===== src/rtl/mine_board_gen_if.sv =====
`default_nettype none
// ============================================================================
// Module  : mine_board_gen_if
// Brief   : Control and read-port bundle between the board generator and its user.
// Revision: 1.0 - initial release
// ============================================================================
interface mine_board_gen_if #(
  parameter int ROWS = 8,
  parameter int COLS = 8
);
  localparam int NCELLS = ROWS * COLS;
  localparam int IW     = $clog2(NCELLS);
  localparam int RW     = $clog2(ROWS);
  localparam int CW     = $clog2(COLS);

  logic          start;
  logic [15:0]   seed;
  logic [IW:0]   num_mines;
  logic          busy;
  logic          done;
  logic [RW-1:0] rd_row;
  logic [CW-1:0] rd_col;
  logic [3:0]    rd_cell;

  modport master (
    output start, seed, num_mines, rd_row, rd_col,
    input  busy, done, rd_cell
  );

  modport slave (
    input  start, seed, num_mines, rd_row, rd_col,
    output busy, done, rd_cell
  );
endinterface
`default_nettype wire


===== src/rtl/mine_board_gen.sv =====
`default_nettype none
// ============================================================================
// Module  : mine_board_gen
// Brief   : Clears a board, places LFSR-chosen mines, fills neighbour counts.
// Revision: 1.0 - initial release
// ============================================================================
module mine_board_gen #(
  parameter int ROWS = 8,
  parameter int COLS = 8
) (
  input  wire logic         clk,
  input  wire logic         reset,
  mine_board_gen_if.slave   bus
);
  localparam int NCELLS = ROWS * COLS;
  localparam int IW     = $clog2(NCELLS);
  localparam int RW     = $clog2(ROWS);
  localparam int CW     = $clog2(COLS);

  localparam logic [15:0] c_lfsr_default = 16'hACE1;
  localparam logic [15:0] c_lfsr_mask    = 16'hB400;
  localparam logic [3:0]  c_mine         = 4'd9;
  localparam logic [IW:0] c_ncells       = (IW+1)'(NCELLS);
  localparam logic [IW-1:0] c_last_idx   = IW'(NCELLS - 1);

  typedef enum logic [2:0] {
    S_IDLE  = 3'd0,
    S_CLEAR = 3'd1,
    S_PLACE = 3'd2,
    S_COUNT = 3'd3,
    S_FIN   = 3'd4
  } state_t;

  state_t        r_state;
  state_t        w_state_nxt;
  logic [3:0]    r_cells [NCELLS];
  logic [IW-1:0] r_idx;
  logic [IW-1:0] r_n;
  logic [IW-1:0] r_placed;
  logic [15:0]   r_lfsr;
  logic [3:0]    r_rd_cell;

  logic          w_start_ok;
  logic          w_idx_last;
  logic [IW-1:0] w_cand;
  logic          w_place;
  logic [15:0]   w_lfsr_step;
  logic [IW-1:0] w_n_clamp;
  logic [RW-1:0] w_row;
  logic [CW-1:0] w_col;
  logic [3:0]    w_nbr_cnt;
  logic          w_busy_nxt;
  logic [IW-1:0] w_rd_idx;

  assign w_start_ok  = bus.start && (r_state == S_IDLE || r_state == S_FIN);
  assign w_idx_last  = (r_idx == c_last_idx);
  assign w_cand      = r_lfsr[IW-1:0];
  assign w_place     = (r_placed != r_n) && (r_cells[w_cand] != c_mine);
  assign w_lfsr_step = {1'b0, r_lfsr[15:1]} ^ (r_lfsr[0] ? c_lfsr_mask : 16'h0000);
  assign w_n_clamp   = (bus.num_mines >= c_ncells) ? c_last_idx : bus.num_mines[IW-1:0];
  assign w_row       = r_idx[IW-1:CW];
  assign w_col       = r_idx[CW-1:0];
  assign w_busy_nxt  = (w_state_nxt == S_CLEAR) || (w_state_nxt == S_PLACE) ||
                       (w_state_nxt == S_COUNT);
  // Power-of-two columns make row*COLS+col a plain concatenation.
  assign w_rd_idx    = {bus.rd_row, bus.rd_col};

  assign bus.busy    = (r_state == S_CLEAR) || (r_state == S_PLACE) || (r_state == S_COUNT);
  assign bus.done    = (r_state == S_FIN);
  assign bus.rd_cell = r_rd_cell;

  always_comb begin
    w_nbr_cnt = 4'd0;
    for (int dr = -1; dr <= 1; dr++) begin
      for (int dc = -1; dc <= 1; dc++) begin
        if (!(dr == 0 && dc == 0) &&
            (int'(w_row) + dr >= 0) && (int'(w_row) + dr < ROWS) &&
            (int'(w_col) + dc >= 0) && (int'(w_col) + dc < COLS)) begin
          if (r_cells[IW'((int'(w_row) + dr) * COLS + int'(w_col) + dc)] == c_mine) begin
            w_nbr_cnt = w_nbr_cnt + 4'd1;
          end
        end
      end
    end
  end

  always_comb begin
    w_state_nxt = r_state;
    case (r_state)
      S_IDLE:  if (w_start_ok) w_state_nxt = S_CLEAR;
      S_CLEAR: if (w_idx_last) w_state_nxt = S_PLACE;
      S_PLACE: if (r_placed == r_n) w_state_nxt = S_COUNT;
      S_COUNT: if (w_idx_last) w_state_nxt = S_FIN;
      S_FIN:   w_state_nxt = w_start_ok ? S_CLEAR : S_IDLE;
      default: w_state_nxt = S_IDLE;
    endcase
  end

  always_ff @(posedge clk or posedge reset) begin
    if (reset) begin
      r_state <= S_IDLE;
    end else begin
      r_state <= w_state_nxt;
    end
  end

  always_ff @(posedge clk or posedge reset) begin
    if (reset) begin
      r_idx     <= '0;
      r_n       <= '0;
      r_placed  <= '0;
      r_lfsr    <= c_lfsr_default;
      r_rd_cell <= 4'd0;
      for (int i = 0; i < NCELLS; i++) begin
        r_cells[i] <= 4'd0;
      end
    end else begin
      r_rd_cell <= w_busy_nxt ? 4'd0 : r_cells[w_rd_idx];
      case (r_state)
        S_IDLE, S_FIN: begin
          if (w_start_ok) begin
            r_n      <= w_n_clamp;
            r_lfsr   <= (bus.seed == 16'h0000) ? c_lfsr_default : bus.seed;
            r_idx    <= '0;
            r_placed <= '0;
          end
        end
        S_CLEAR: begin
          r_cells[r_idx] <= 4'd0;
          r_idx          <= r_idx + IW'(1);
        end
        S_PLACE: begin
          r_lfsr <= w_lfsr_step;
          if (w_place) begin
            r_cells[w_cand] <= c_mine;
            r_placed        <= r_placed + IW'(1);
          end
        end
        S_COUNT: begin
          // Counts never reach 9, so already-written cells still read as safe.
          if (r_cells[r_idx] != c_mine) begin
            r_cells[r_idx] <= w_nbr_cnt;
          end
          r_idx <= r_idx + IW'(1);
        end
        default: ;
      endcase
    end
  end
endmodule
`default_nettype wire


===== src/flat_wrapper.sv =====
// flat-port wrapper written by rule: the top's interface ports become plain ports
module mine_board_gen_flat 
#(
  parameter int ROWS = 8,
  parameter int COLS = 8
)
  (clk, reset, bus_start, bus_seed, bus_num_mines, bus_rd_row, bus_rd_col, bus_busy, bus_done, bus_rd_cell);
  mine_board_gen_if #(.ROWS(ROWS), .COLS(COLS)) bus_i ();
  input  wire logic clk;
  input  wire logic reset;
  input wire logic [$bits(bus_i.start)-1:0] bus_start;
  input wire logic [$bits(bus_i.seed)-1:0] bus_seed;
  input wire logic [$bits(bus_i.num_mines)-1:0] bus_num_mines;
  input wire logic [$bits(bus_i.rd_row)-1:0] bus_rd_row;
  input wire logic [$bits(bus_i.rd_col)-1:0] bus_rd_col;
  output wire logic [$bits(bus_i.busy)-1:0] bus_busy;
  output wire logic [$bits(bus_i.done)-1:0] bus_done;
  output wire logic [$bits(bus_i.rd_cell)-1:0] bus_rd_cell;
  assign bus_i.start = bus_start;
  assign bus_i.seed = bus_seed;
  assign bus_i.num_mines = bus_num_mines;
  assign bus_i.rd_row = bus_rd_row;
  assign bus_i.rd_col = bus_rd_col;
  assign bus_busy = bus_i.busy;
  assign bus_done = bus_i.done;
  assign bus_rd_cell = bus_i.rd_cell;
  mine_board_gen #(.ROWS(ROWS), .COLS(COLS)) u_core (.clk(clk), .reset(reset), .bus(bus_i));
endmodule

===== config.mk =====
export PLATFORM = sky130hd
export DESIGN_NAME = mine_board_gen_flat
export DESIGN_NICKNAME = d
export VERILOG_FILES = /design/src/rtl/mine_board_gen_if.sv /design/src/rtl/mine_board_gen.sv /design/src/flat_wrapper.sv
export SDC_FILE = /design/constraint.sdc
export NUM_CORES = 2
export LEC_CHECK = 0
export ABC_CLOCK_PERIOD_IN_PS = 24300
export CAP_MARGIN = 20
export CORE_ASPECT_RATIO = 1.75
export CORE_MARGIN = 2
export CORE_UTILIZATION = 48
export CTS_BUF_LIST = sky130_fd_sc_hd__clkbuf_4 sky130_fd_sc_hd__clkbuf_8
export CTS_CLUSTER_SIZE = 24
export DETAILED_ROUTE_END_ITERATION = 16
export GPL_TIMING_DRIVEN = 0
export PLACE_DENSITY = 0.64
export SLEW_MARGIN = 5
export SYNTH_ARGS = -nofsm -noshare
export SYNTH_HDL_FRONTEND = slang
export SYNTH_SLANG_ARGS = --single-unit

===== constraint.sdc =====
create_clock -name clk -period 24.3 [get_ports clk]
set_input_delay 2.43 -clock clk [delete_from_list [all_inputs] [get_ports clk]]
set_output_delay 2.43 -clock clk [all_outputs]
set_load 0.02 [all_outputs]

==> PnR_summary.wiki, run 1 <==
{| class="wikitable"
! Metric !! Value
|-
| Largest net degree at the start of global routing || 121
|-
| Number of flops mapped to enable cells by yosys || 0
|-
| Status || aborted with a tool error
|-
| CTS HTree Levels || 2
|-
| Number of buffers added to fix hold violations after cts || 0
|-
| Combined global-route utilization of all metal layers || 0.707
|-
| Top cells by area, synth || sky130_fd_sc_hd__dfrtp_1 (29%), sky130_fd_sc_hd__mux4_2 (15%), sky130_fd_sc_hd__nand2_1 (6.4%), sky130_fd_sc_hd__o21ai_0 (5.4%), sky130_fd_sc_hd__o22ai_1 (3.4%)
|-
| Post-synthesis sequential element count || 297
|-
| Die extent in y || 304 um
|-
| Port Buffers || 33
|-
| CTS root buf || sky130_fd_sc_hd__clkbuf_8
|-
| First Err || [ERROR GRT-0116] Global routing finished with congestion. Check the congestion regions in the DRC Viewer.
|-
| Flip-flop cell with the highest count after synthesis || sky130_fd_sc_hd__dfrtp_1
|-
| Area fraction of the dominant cell type after synthesis || 0.292
|-
| Total congestion overflow || 153
|-
| Post-synth cell types || 95
|-
| Post-synthesis cell type with the largest combined area || sky130_fd_sc_hd__dfrtp_1
|-
| Detailed-placement wirelength estimate || 130,000 um
|-
| Synthesized cell area || 0.0248 mm^2
|-
| Wire length of the first global-routing pass || 268,000 um
|-
| Number of cells produced by synthesis || 2,767
|-
| Step where the flow halted || 5_1_grt
|-
| Seq/Total Area, Yosys || 0.301
|-
| Clock tree buffer depth || 3
|-
| Clock Sinks || 297
|-
| Clock buffer count from CTS || 49
|-
| Async SR Flop Fraction || 1.00
|-
| Initial core utilization || 0.484
|-
| I/O Pins || 38
|-
| Final Wtd Congestion || 1.27
|-
| Per-instance average area after synthesis || 8.95 um^2
|-
| Number of global-route vias before repair || 31,700
|-
| Number of warnings issued by yosys || 0
|-
| Width of the die || 176 um
|-
| Setup bufs post-CTS || 0
|-
| Number of rows in the core area || 110
|-
| Most frequent cell after synthesis || sky130_fd_sc_hd__nand2_1
|-
| Number of gates resized after CTS || 0
|-
| Commonest cells post-synth || sky130_fd_sc_hd__nand2_1 (422), sky130_fd_sc_hd__dfrtp_1 (289), sky130_fd_sc_hd__o21ai_0 (267)
|-
| Net count after synthesis || 2,817
|}
[kinds of logic after synthesis]
family / synth area share
adder cells (fa/ha/maj): 0.00910
flip-flops: 0.301
XOR/XNOR: 0.0174
multiplexers: 0.203
buffers and inverters: 0.0462
AND/OR/NAND/NOR: 0.195
AO/OA/AOI/OAI: 0.229
[metrics by stage]
step | area [um^2] | util | cells | setup slack [ns]
CTS | 27600 | 0.538 | 3598 | 8.89
detailed placement | 26600 | 0.519 | 3514 | 8.91
global placement | 25900 | 0.507 | 3472 | 9.10
floorplan | 24800 | - | 2767 | 13.68
[per-layer routing]
metal	GRT usage	GRT overflow
met1	0.705	2
met2	0.871	79
met3	0.558	3
met4	0.703	69
met5	0.208	0
==> run 2, diff against run 1 <==
CORE_ASPECT_RATIO = unset   (was 1.75)
CORE_UTILIZATION = 33   (was 48)
CTS_BUF_LIST = unset   (was sky130_fd_sc_hd__clkbuf_4 sky130_fd_sc_hd__clkbuf_8)
CTS_CLUSTER_SIZE = unset   (was 24)
PLACE_DENSITY = unset   (was 0.64)
PLACE_DENSITY_LB_ADDON = 0.15   (was unset)
==> PnR_summary.wiki, run 2 <==
{| class="wikitable"
! Metric !! Value
|-
| Min-Delay Path Class || reg2reg
|-
| Number of rows in the core area || 100 (was 110)
|-
| Count of placed standard cells including taps || 3,828 (was 3,514)
|-
| Area Overhead vs Synth || 16.1%
|-
| Worst Setup Path Type || reg2reg
|-
| Via total after detailed routing || 29,600
|-
| Number of flip-flops in the largest register || 256
|-
| Total congestion overflow || 0
|-
| Final Hold Viols || 0
|-
| Design area || 0.0288 mm^2
|-
| Initial core utilization || 0.333 (was 0.484)
|-
| Post-layout total power || 1.12 mW
|-
| Cell area after placement || 0.0274 mm^2 (was 0.0266 mm^2)
|-
| Relative slew margins || 0.101
|-
| Slack of the worst reg-to-reg path || 9.14 ns
|-
| Number of gates resized after CTS || 0 (unchanged)
|-
| Drt total wl || 189,000 um
|-
| Async SR Flop Fraction || 1.00 (unchanged)
|-
| Cell occurring most often along the worst timing path || sky130_fd_sc_hd__ha_1
|-
| Clock Sinks || 297 (unchanged)
|-
| Max-cap violations || 0
|-
| Slew of the pin with the lowest slew margin || 1.35 ns
|-
| Number of global-route vias before repair || 27,500
|-
| Most frequent cell after synthesis || sky130_fd_sc_hd__nand2_1 (unchanged)
|-
| Most frequent standard cell in the layout excluding fill and tap cells || sky130_fd_sc_hd__nand2_1
|-
| I/O Pins || 38 (unchanged)
|-
| Worst min-delay path startpoint || u_core.r_lfsr[9]
|-
| Number of flops mapped to enable cells by yosys || 0 (unchanged)
|-
| Min Tclk post-route || 15.16 ns
|-
| Crit path buf inv count || 15
|-
| Area fraction of the dominant cell type after synthesis || 0.292 (unchanged)
|-
| Number of nets in the layout || 2,957
|-
| Category of the worst setup path launch point || register
|-
| Required time at the worst-slack endpoint || 24.72 ns
|-
| Cell depth of the worst flop-to-flop path || 44
|-
| Flip-flop cell with the highest count after synthesis || sky130_fd_sc_hd__dfrtp_1 (unchanged)
|-
| Per-cell routed wire length || 48.1 um
|-
| Number of warnings issued by yosys || 0 (unchanged)
|-
| Post-synth cell types || 95 (unchanged)
|-
| Top library cells by usage in the layout, fill and taps aside || sky130_fd_sc_hd__nand2_1 (422), sky130_fd_sc_hd__dfrtp_1 (289), sky130_fd_sc_hd__o21ai_0 (267)
|-
| Port Buffers || 33 (unchanged)
|-
| RSZ-0062 raised after global routing || no
|-
| Setup Total Neg Slack || 0 ns
|-
| Number of nets still failing antenna checks after routing || 0
|-
| Worst hold margin || 0.493 ns
|-
| Worst hold path cell count || 2
|-
| R2r startpoint || u_core.r_idx[1]
|-
| CTS HTree Levels || 2 (unchanged)
|-
| Category of the worst setup path capture point || register
|-
| Largest net degree at the start of global routing || 117
|-
| Post-synthesis sequential element count || 297 (unchanged)
|-
| Clock tree buffer depth || 3 (unchanged)
|-
| Commonest cells post-synth || sky130_fd_sc_hd__nand2_1 (422), sky130_fd_sc_hd__dfrtp_1 (289), sky130_fd_sc_hd__o21ai_0 (267) (unchanged)
|-
| Number of design rule violations left after detail routing || 0
|-
| Per-instance average area after synthesis || 8.95 um^2 (unchanged)
|-
| Worst-case vdd ir drop || 0.0000452 V
|-
| Combined global-route utilization of all metal layers || 0.481
|-
| Final worst clock skew || 0.0443 ns
|-
| Hold Crit Endpoint || u_core.r_lfsr[9]
|-
| Net count after synthesis || 2,817 (unchanged)
|-
| Max-slew violation count || 0
|-
| Worst R2R End || u_core.r_cells[250]
|-
| Power Density || 39.0 mW/mm^2
|-
| Clock tree from TritonCTS || done
|-
| Data arrival time of the worst path || 15.58 ns
|-
| Regs by FF count || u_core.r_cells (256), u_core.r_lfsr (16)
|-
| Detailed-placement wirelength estimate || 142,000 um (was 130,000 um)
|-
| Clock-pin slew reported for the worst setup and hold paths after clock tree synthesis || 0.06 ns
|-
| Final setup fails || 0
|-
| Skew-Pair Late Insertion Delay || 0.61 ns
|-
| Synthesized cell area || 0.0248 mm^2 (unchanged)
|-
| Crit path max-delay family || buffers and inverters
|-
| Core Footprint || 0.0743 mm^2
|-
| Seq/Total Area, Yosys || 0.301 (unchanged)
|-
| Crit path launch || u_core.r_idx[1]
|-
| Average vias per placed instance || 7.54
|-
| Post-Layout Cell Count || 3,923
|-
| Post-synthesis cell type with the largest combined area || sky130_fd_sc_hd__dfrtp_1 (unchanged)
|-
| Top cells by area, synth || sky130_fd_sc_hd__dfrtp_1 (29%), sky130_fd_sc_hd__mux4_2 (15%), sky130_fd_sc_hd__nand2_1 (6.4%), sky130_fd_sc_hd__o21ai_0 (5.4%), sky130_fd_sc_hd__o22ai_1 (3.4%) (unchanged)
|-
| Leak || 10.6 nW
|-
| CTS root buf || sky130_fd_sc_hd__clkbuf_16 (was sky130_fd_sc_hd__clkbuf_8)
|-
| Area of the die || 0.0772 mm^2
|-
| Status || finished, final reports clean (was aborted with a tool error)
|-
| Layout cell share with drive strength beyond 1 || 0.171
|-
| Highest Clock Rate || 66.0 MHz
|-
| Number of search-and-repair iterations in the first detailed-routing pass || 6
|-
| Number of cells produced by synthesis || 2,767 (unchanged)
|-
| Critical path's slowest cell || sky130_fd_sc_hd__clkbuf_1
|-
| Setup bufs post-CTS || 0 (unchanged)
|-
| Final period util || 0.624
|-
| Number of buffers added to fix hold violations after cts || 0 (unchanged)
|-
| Critical-path maximum fanout || 10
|-
| Largest register by flop count || u_core.r_cells
|-
| Wire length of the first global-routing pass || 251,000 um
|-
| Final Wtd Congestion || 1.14 (was 1.27)
|-
| Number of antenna violations at the first check in global routing || 27
|-
| Clock buffer count from CTS || 37 (was 49)
|-
| Die extent in y || 278 um (was 304 um)
|-
| Biggest cell delay along the critical path || 0.92 ns
|-
| Width of the die || 278 um (was 176 um)
|-
| Number of design-rule violations left by the first detailed-router iteration || 4,868
|}
-- run 2: cell counts after synthesis --
No cell type changed its count.
-- run 2: area by class of cell --
cell class,count,area [um^2]
fillers,7525,45600
repair buffers,101,1370
well taps,969,1210
flip-flops and latches,297,7440
clock inverters,12,189
inverters,37,146
diodes,20,50.0
multi-input cells,2198,16300
clock buffers,54,1050
plain buffers,235,1030
-- run 2: through the flow --
step,setup slack [ns],utilization
6_report,9.14,0.387
4_1_cts,10.33,0.385
2_1_floorplan,13.68,-
5_1_grt,9.51,0.386
3_5_place_dp,10.43,0.368
3_3_place_gp,9.03,0.354
-- run 2: per-layer routing --
metal | GRT usage | share of wire | vias to the layer above
met3 | 0.257 | 0.16 | 802
met2 | 0.633 | 0.38 | 2963
li1 | - | - | 11000
met1 | 0.580 | 0.36 | 14800
met4 | 0.371 | 0.095 | 38
met5 | 0.0144 | 0.0022 | -
-- run 2: report_power, final --
group | internal [mW] | leakage [nW] | switching [mW] | total (mW)
Sequential | 0.495 | 4.08 | 0 | 0.495
Combinational | 0.0126 | 5.94 | 0.0259 | 0.0385
Clock | 0.344 | 0.604 | 0.244 | 0.588
Total | 0.852 | 10.6 | 0.270 | 1.12
-- run 2: worst max path at each step --
stage	slack (ns)	cells past startpoint	endpoint
after floorplan	13.68	1	u_core.bus.rd_cell[0]
after global placement	9.03	44	u_core.r_cells[14]
after detailed placement	10.43	44	u_core.r_cells[14]
after CTS	10.33	44	u_core.r_cells[242]
after global routing	9.51	45	u_core.r_cells[90]
final	9.14	44	u_core.r_cells[250]
-- run 2: cells by family (layout without fill, tap and decap cells) --
family	Yosys count	after routing	share of synthesized area
AND/OR/NAND/NOR	1005	1005	0.195
AO/OA/AOI/OAI	854	854	0.229
flip-flops	297	297	0.301
multiplexers	280	280	0.203
buffers and inverters	272	439	0.0462
XOR/XNOR	41	41	0.0174
adder cells (fa/ha/maj)	18	18	0.00910
other	0	20	0
-- run 2: tightest hold or removal path: stages (launching register included) --
cell and delay [ns]:
sky130_fd_sc_hd__dfrtp_1 0.35, sky130_fd_sc_hd__nand2_1 0.05, sky130_fd_sc_hd__nand2_1 0.06
Power figures use the tool's default switching activity.
